### src/rtl/mds_issue_arbiter.sv
// rtl/mds_issue_arbiter.sv - round-robin issue arbiter sharing one mul/div/shift unit
//
// Two requesters share a single fwrisc_mul_div_shift unit. One operation is in
// flight at a time. Its result is returned on the rsp_* channel, tagged with
// the id of the requester that issued it.
//
// Optional build macro: MDS_CONST_TIME_EN. When it is defined, every response,
// including a NOP, appears exactly MAX_LAT+1 cycles after the ISSUE cycle.
// err_overrun flags a unit that took longer than that.
//
// Ports:
//   clk, rst                         clock (rising edge), async active-low reset
//   reqN_valid/ready/a/b/op          requester N operation handshake (N = 0, 1)
//   rsp_valid/ready/data/id          response handshake, result and requester id
//   err_overrun                      sticky unit-too-slow flag (constant-time build only)
//   mds_in_valid/mds_a/mds_b/mds_op  one-cycle issue strobe and operands to the unit
//   mds_out/mds_out_valid            unit result and its one-cycle strobe
module mds_issue_arbiter #(
  parameter int MAX_LAT = 40,
  parameter int CNT_W   = 6
) (
  input  logic        clk,
  input  logic        rst,
  input  logic        req0_valid,
  output logic        req0_ready,
  input  logic [31:0] req0_a,
  input  logic [31:0] req0_b,
  input  logic [3:0]  req0_op,
  input  logic        req1_valid,
  output logic        req1_ready,
  input  logic [31:0] req1_a,
  input  logic [31:0] req1_b,
  input  logic [3:0]  req1_op,
  output logic        rsp_valid,
  input  logic        rsp_ready,
  output logic [31:0] rsp_data,
  output logic        rsp_id,
  output logic        err_overrun,
  output logic        mds_in_valid,
  output logic [31:0] mds_a,
  output logic [31:0] mds_b,
  output logic [3:0]  mds_op,
  input  logic [31:0] mds_out,
  input  logic        mds_out_valid
);

  typedef enum logic [1:0] {IDLE = 2'd0, ISSUE = 2'd1, BUSY = 2'd2, RESP = 2'd3} state_t;

  state_t           state, state_nxt;
  logic             last_grant;
  logic [CNT_W-1:0] cnt, cnt_inc;
  logic             grant1, take, sel_nop;
  logic [31:0]      sel_a, sel_b;
  logic [3:0]       sel_op;

  if (MAX_LAT >= (1 << CNT_W)) begin : g_cfg_check
    $error("mds_issue_arbiter: MAX_LAT must be below 2**CNT_W");
  end

  // Grant: a lone valid wins. On a tie the requester that did not win last time wins.
  always_comb begin
    grant1     = req1_valid && (!req0_valid || !last_grant);
    take       = (state == IDLE) && (req0_valid || req1_valid);
    sel_a      = grant1 ? req1_a  : req0_a;
    sel_b      = grant1 ? req1_b  : req0_b;
    sel_op     = grant1 ? req1_op : req0_op;
    sel_nop    = (sel_op >= 4'd9);
    req0_ready = (state == IDLE) && req0_valid && !grant1;
    req1_ready = (state == IDLE) && grant1;
  end

  assign cnt_inc   = (&cnt) ? cnt : cnt + 1'b1;
  assign rsp_valid = (state == RESP);

`ifdef MDS_CONST_TIME_EN
  localparam logic [CNT_W-1:0] LAT_CNT = CNT_W'(MAX_LAT);

  // have_q: the result, or the implicit NOP zero, is already in rsp_data and
  // is held there until the fixed latency expires.
  logic have_q, err_q, at_lat, overrun_now;

  assign at_lat       = (cnt >= LAT_CNT);
  assign overrun_now  = (state == BUSY) && at_lat && !have_q && !mds_out_valid;
  assign err_overrun  = err_q || overrun_now;
  // A NOP walks through ISSUE so that its timing matches a real op, but it never strobes the unit.
  assign mds_in_valid = (state == ISSUE) && (mds_op < 4'd9);

  always_ff @(posedge clk or negedge rst) begin
    if (!rst) begin
      have_q <= 1'b0;
      err_q  <= 1'b0;
    end else begin
      if (take)
        have_q <= sel_nop;
      else if (state == BUSY && mds_out_valid)
        have_q <= 1'b1;
      if (overrun_now)
        err_q <= 1'b1;
    end
  end
`else
  assign err_overrun  = 1'b0;
  assign mds_in_valid = (state == ISSUE);
`endif

  always_comb begin
    state_nxt = state;
    case (state)
      IDLE: begin
        if (take) begin
`ifdef MDS_CONST_TIME_EN
          state_nxt = ISSUE;
`else
          state_nxt = sel_nop ? RESP : ISSUE;
`endif
        end
      end
      ISSUE: state_nxt = BUSY;
      BUSY: begin
`ifdef MDS_CONST_TIME_EN
        if (at_lat && (have_q || mds_out_valid))
          state_nxt = RESP;
`else
        if (mds_out_valid)
          state_nxt = RESP;
`endif
      end
      RESP: begin
        if (rsp_ready)
          state_nxt = IDLE;
      end
      default: state_nxt = IDLE;
    endcase
  end

  always_ff @(posedge clk or negedge rst) begin
    if (!rst)
      state <= IDLE;
    else
      state <= state_nxt;
  end

  // The counter is zero during the ISSUE cycle and counts the cycles elapsed since then.
  always_ff @(posedge clk or negedge rst) begin
    if (!rst) begin
      last_grant <= 1'b1;
      mds_a      <= '0;
      mds_b      <= '0;
      mds_op     <= '0;
      rsp_id     <= 1'b0;
      rsp_data   <= '0;
      cnt        <= '0;
    end else begin
      if (take) begin
        mds_a      <= sel_a;
        mds_b      <= sel_b;
        mds_op     <= sel_op;
        rsp_id     <= grant1;
        last_grant <= grant1;
        cnt        <= '0;
        if (sel_nop)
          rsp_data <= '0;
      end
      if (state == ISSUE || state == BUSY)
        cnt <= cnt_inc;
`ifdef MDS_CONST_TIME_EN
      if (state == BUSY && mds_out_valid && !have_q)
        rsp_data <= mds_out;
`else
      if (state == BUSY && mds_out_valid)
        rsp_data <= mds_out;
`endif
    end
  end

endmodule

### config.mk
export PLATFORM = sky130hd
export DESIGN_NAME = mds_issue_arbiter
export DESIGN_NICKNAME = d
export VERILOG_FILES = /design/src/rtl/mds_issue_arbiter.sv
export SDC_FILE = /design/constraint.sdc
export NUM_CORES = 1
export LEC_CHECK = 0
export ABC_AREA = 1
export CORE_MARGIN = 5
export CORE_UTILIZATION = 39
export DETAILED_ROUTE_END_ITERATION = 12
export GPL_TIMING_DRIVEN = 0
export PLACE_DENSITY_LB_ADDON = 0.05
export SKIP_LAST_GASP = 1
export SYNTH_ARGS = -nofsm -noshare
export SYNTH_HDL_FRONTEND = slang
export SYNTH_SLANG_ARGS = --single-unit
### constraint.sdc
create_clock -name clk -period 1.9 [get_ports clk]
set_clock_uncertainty 0.15 [all_clocks]
set_input_delay 0.285 -clock clk [delete_from_list [all_inputs] [get_ports clk]]
set_output_delay 0.285 -clock clk [all_outputs]
set_load 0.005 [all_outputs]
After elaboration in Yosys (flattened, before gate mapping) --
Cells that the tools add are included.
Storage, ports and cells: register bits after elaboration 104, latch bits 0, RAM bits 0, bits in read-only memories 0, bits of input ports 174, output and inout bits 106, logic and storage cells 41, memories kept 0
Cells by class: add/subtract/negate cells 0, multipliers 0, div/mod/pow operators 0, $lt $le $gt $ge 1, eq/ne operators 6, shift operators 0, muxes and demuxes 11, bitwise gates (word level) 0, reductions and logical operators 16
Operators with widths (number):
- two-way mux 32 bit | 5
- two-way mux 2 bit | 4
- one-hot mux 2 bit (4 select lines) | 1
- logical AND 1 bit | 6
- equality test 2 bit, second input constant | 2
- >= comparator 4 bit, second input constant | 1
- two-way mux 4 bit | 1
- != test 2 bit, second input constant | 2
- nonzero test 2 bit | 2
- logical NOT 1 bit | 3
- AND reduction 3 bit | 1
- equality test 2 x 1 -> 1 bit, second input constant | 1
- logical NOT 2 bit | 1
- logical OR 1 bit | 2
- != test 2 x 1 -> 1 bit, second input constant | 1
- AND reduction 2 bit | 1

Logic depth before layout (Yosys ltp) --
word-level depth 8, mapped depth 9

Worst setup path before layout --
No wires, ideal clock.
path kind flip-flop to flip-flop, start register state[0], end register rsp_data[10], setup time 0.117 ns, arrival 1.235 ns, required time 1.633 ns, path slack 0.398 ns, cell stages (with the launch flop) 9, path buffers 1, clock period less this slack 1.502 ns, cells stage by stage dfrtp_1 inv_1 ha_1 nand2_2 nor2_4 nand2_4 buf_12 nand3_2 nand2_1
Between the ends: word-level cells in the longest chain between the ends 4, elaborated cells on any way between the ends 8, classes of those cells 1 x eq/ne; 1 x mux; 6 x reduce/logical
RTL lines:
- start, declared | RTL line 49 | state_t state, state_nxt;
- start signal, assigned | RTL line 140 | state <= state_nxt;
- equality test 2 bit or logical NOT 2 bit (tied branches) | RTL line 170, 63
- logical AND 1 bit, on equally long branches | RTL line 170, 63
- nonzero test 2 bit (no source line)
- AND reduction 2 bit (no source line)
- end signal, assigned | RTL line 171 | rsp_data <= mds_out;
- end, declared | RTL line 36 | output logic [31:0] rsp_data,
Parallel ways exist; a longest one is shown, timed or not. A chain may end at the register's enable or synchronous reset.

Worst setup path in the final report --
start register last_grant, end output port req0_ready
Between the ends: word-level cells in the longest chain between the ends 5
RTL lines:
- start, declared | RTL line 50 | logic last_grant;
- start signal, assigned | RTL line 159 | last_grant <= grant1;
- logical NOT 1 bit | RTL line 62 | grant1 = req1_valid && (!req0_valid || !last_grant);
- logical OR 1 bit | RTL line 62
- logical AND 1 bit | RTL line 62
- logical NOT 1 bit | RTL line 68 | req0_ready = (state == IDLE) && req0_valid && !grant1;
- logical AND 1 bit | RTL line 68
- end, declared | RTL line 25 | output logic req0_ready,
Every way passes these cells.

==> results.toml <==
[run_status]
outcome = "finished clean"

[worst_setup_path]
timing.rr.start = "last_grant$_DFFE_PN1P_"
critPathKind = "reg2out"
r2r-end = "rsp_data[21]$_DFFE_PN0P_"
crit_path_end_kind = "output pin"
ff2ff_setup_slack_ps = 150
crit_fanout = 11
cp_slowest_cell = "dfstp_2"
start_kind = "register"
crit_chain = "nand2_4 -> nand2_4 -> inv_4 -> nor3_2 -> buf_2"
worstRegToRegCells = 10
crit_start = "last_grant$_DFFE_PN1P_"
arrival_ps = 1380
cpMostUsedCell = "nand2_4"
cp.required_ps = 1460
slowest_delay_ps = 560

[placed_design]
gp_congestion = 0.901
hpwlAfterDp_um = 13100
place_area_sq_um = 7920
dpl.cell_count = 1012
port_buffers = 278

[timing]
final-setup-viol-count = 0
fin_crit_sh = 0.957
hold_viol = 0
worst-slew-pin-transition_ps = 691
drv_slew = 0
fmax_mhz = 550
fin_crit_ps = 1820
slew_headroom = 0.539

[clock_tree]
clk_path_buf_depth = 2
cts-root-buf = "clkbuf_16"
cts_sinks = 104
clk_latency_ps = 340
cts_tree = "yes"
cts.htree.levels = 3
path_clk_slew_ps = 70
numCtsBuffers = 9

[global_route]
grt_overflow = 0
grt.total_usage = 0.225
antenna_found_initial = 1
grt_pass1_wl_um = 26300
first_global_vias = 5159
grt_max_degree = 55

[synth]
async_flop_share = 1.00
netlist_instances = 561
yosys.area.top_type = "dfrtp_1"
yosysSeqAreaShare = 0.531
synth-seq-cells = 104
synth_top_area_frac = 0.526
yosys_most_used_dff = "dfrtp_1"
ys_types = 25
syn_area_per_cell_sq_um = 8.74
synth_edf_count = 0
syn_area_sq_um = 4900
synth_area_leaders = "dfrtp_1, nand2_1, o21ai_1"
syn_nets = 739
yosys_warnings = 0

[power_and_ir_drop]
p_leak_nw = 3.75
power_mw = 11.7
p_per_area_nw_per_um2 = 1390
peakVddDrop_mv = 0.687

[hold_path]
holdPathStages = 3
hp-start = "mds_out[8]"
hold_path_class = "in2reg"
whs_endpoint = "rsp_data[8]$_DFFE_PN0P_"

[floorplan]
start_util = 0.393
dieArea_sq_um = 14900
num_io_pins = 280
coreArea_sq_um = 12500
die_w_um = 122
rows = 41
die_h_um = 122

[routing]
antenna_left = 0
drc_errors = 0
first_iter_violations = 299
vias = 4988
post_drt_via_cell_ratio = 4.82
routed_wirelength_um = 16800
first_pass_iters = 5
wl_per_cell_um = 16.2

[flow_run]
drv_cap = 0

[final_layout]
drive_above_1_share = 0.129
design_area_sq_um = 8380
final_core_util = 0.672
area_delta_synth_final_pct = 70.9
num-nets-final = 1035
layout.cells.non_filler = 1035
## worst max-delay path by stage
stage | endpoint | cells after the start
finish | req0_ready | 5
global route | req0_ready | 5
CTS | req0_ready | 5
detailed placement | req0_ready | 6
global placement | mds_b[23]$_DFFE_PN0P_ | 1
floorplan | rsp_data[10]$_DFFE_PN0P_ | 8
## routing by layer
layer / share of wire / track usage / vias to the layer above
li1: - / - / 2417
met1: 0.37 / 0.259 / 2321
met2: 0.50 / 0.373 / 217
met3: 0.098 / 0.0785 / 33
met4: 0.032 / 0.113 / 0
met5: 0 / 0 / -
## synth_stat cells (2+ instances only)
master    number
nand3b_1       3
nand2_2        6
a21oi_1        2
buf_2         17
inv_2          2
ha_1           4
nand3_1        5
buf_4         12
nor3_1         2
nand2_1      145
o21ai_1       72
nand2_4        2
clkbuf_1       6
nand3_2       30
dfrtp_1      103
buf_12         3
o21ai_0       60
inv_1         14
nor2_1        67
## registers in the layout, summed over array words and instances, names as in the netlist
register	cells
rsp_data	32
mds_op	4
state	2
mds_b	32
rsp_id	1
last_grant	1
mds_a	32
## stage by stage
| step | setup slack, ps | hold slack (ps) | TNS (ps) |
|---|---|---|---|
| after floorplan | 398 | -161 | 0 |
| after global placement | -3670 | 316 | -389870 |
| after detailed placement | -571 | 220 | -12620 |
| after CTS | -27.9 | 309 | -49.4 |
| after global routing | -9.86 | 328 | -9.86 |
| final | 82.1 | 324 | 0 |
## critical path, delay by kind of cell (launching register included)
family	cells	cell delay [ps]
flip-flops	1	560
buffers and inverters	2	210
AND/OR/NAND/NOR	3	270
## power by group
group / total, mW / internal, mW / switching [mW]
registers: 3.89 / 3.27 / 0.625
logic: 5.54 / 3.10 / 2.44
clock network: 2.25 / 1.46 / 0.792
## logic make-up (layout without fill, tap and decap cells)
| logic type | count (synthesis) | after routing | share of synthesized area |
|---|---|---|---|
| adder cells (fa/ha/maj) | 4 | 4 | 0.0102 |
| other | 1 | 2 | 0.000765 |
| AND/OR/NAND/NOR | 262 | 262 | 0.254 |
| buffers and inverters | 55 | 356 | 0.0659 |
| flip-flops | 104 | 104 | 0.531 |
| AO/OA/AOI/OAI | 135 | 135 | 0.138 |
## cells in the final DEF, fill, tap and decap left out, drive strengths merged, types with 2 or more instances in the layout
cell type	n
dlygate4sd2	3
dfrtp	103
nand2	153
clkdlybuf4s50	272
inv	16
bufinv	4
ha	4
nand3b	3
a21oi	2
buf	42
o21ai	132
nor2	68
nor3	2
clkbuf	16
nand3	36
## area by class of cell
cell class              count  area, sq um
inverters                  17         67.6
clock buffers              11          243
diodes                      1         2.50
plain buffers              37          268
well taps                 172          215
multi-input cells         402         2000
flip-flops and latches    104         2600
repair buffers            286         2850
fillers                  1027         4090
clock inverters             5          128
## what timing repair did
action / CTS / global route
endpoints found under the hold margin: 50 / 0
hold buffers: 1 / 0
buffers inserted: 4 / 2
resized for setup: 18 / 12
setup endpoints to repair: 4 / 32
No activity file was read; power rests on OpenSTA's default activity.
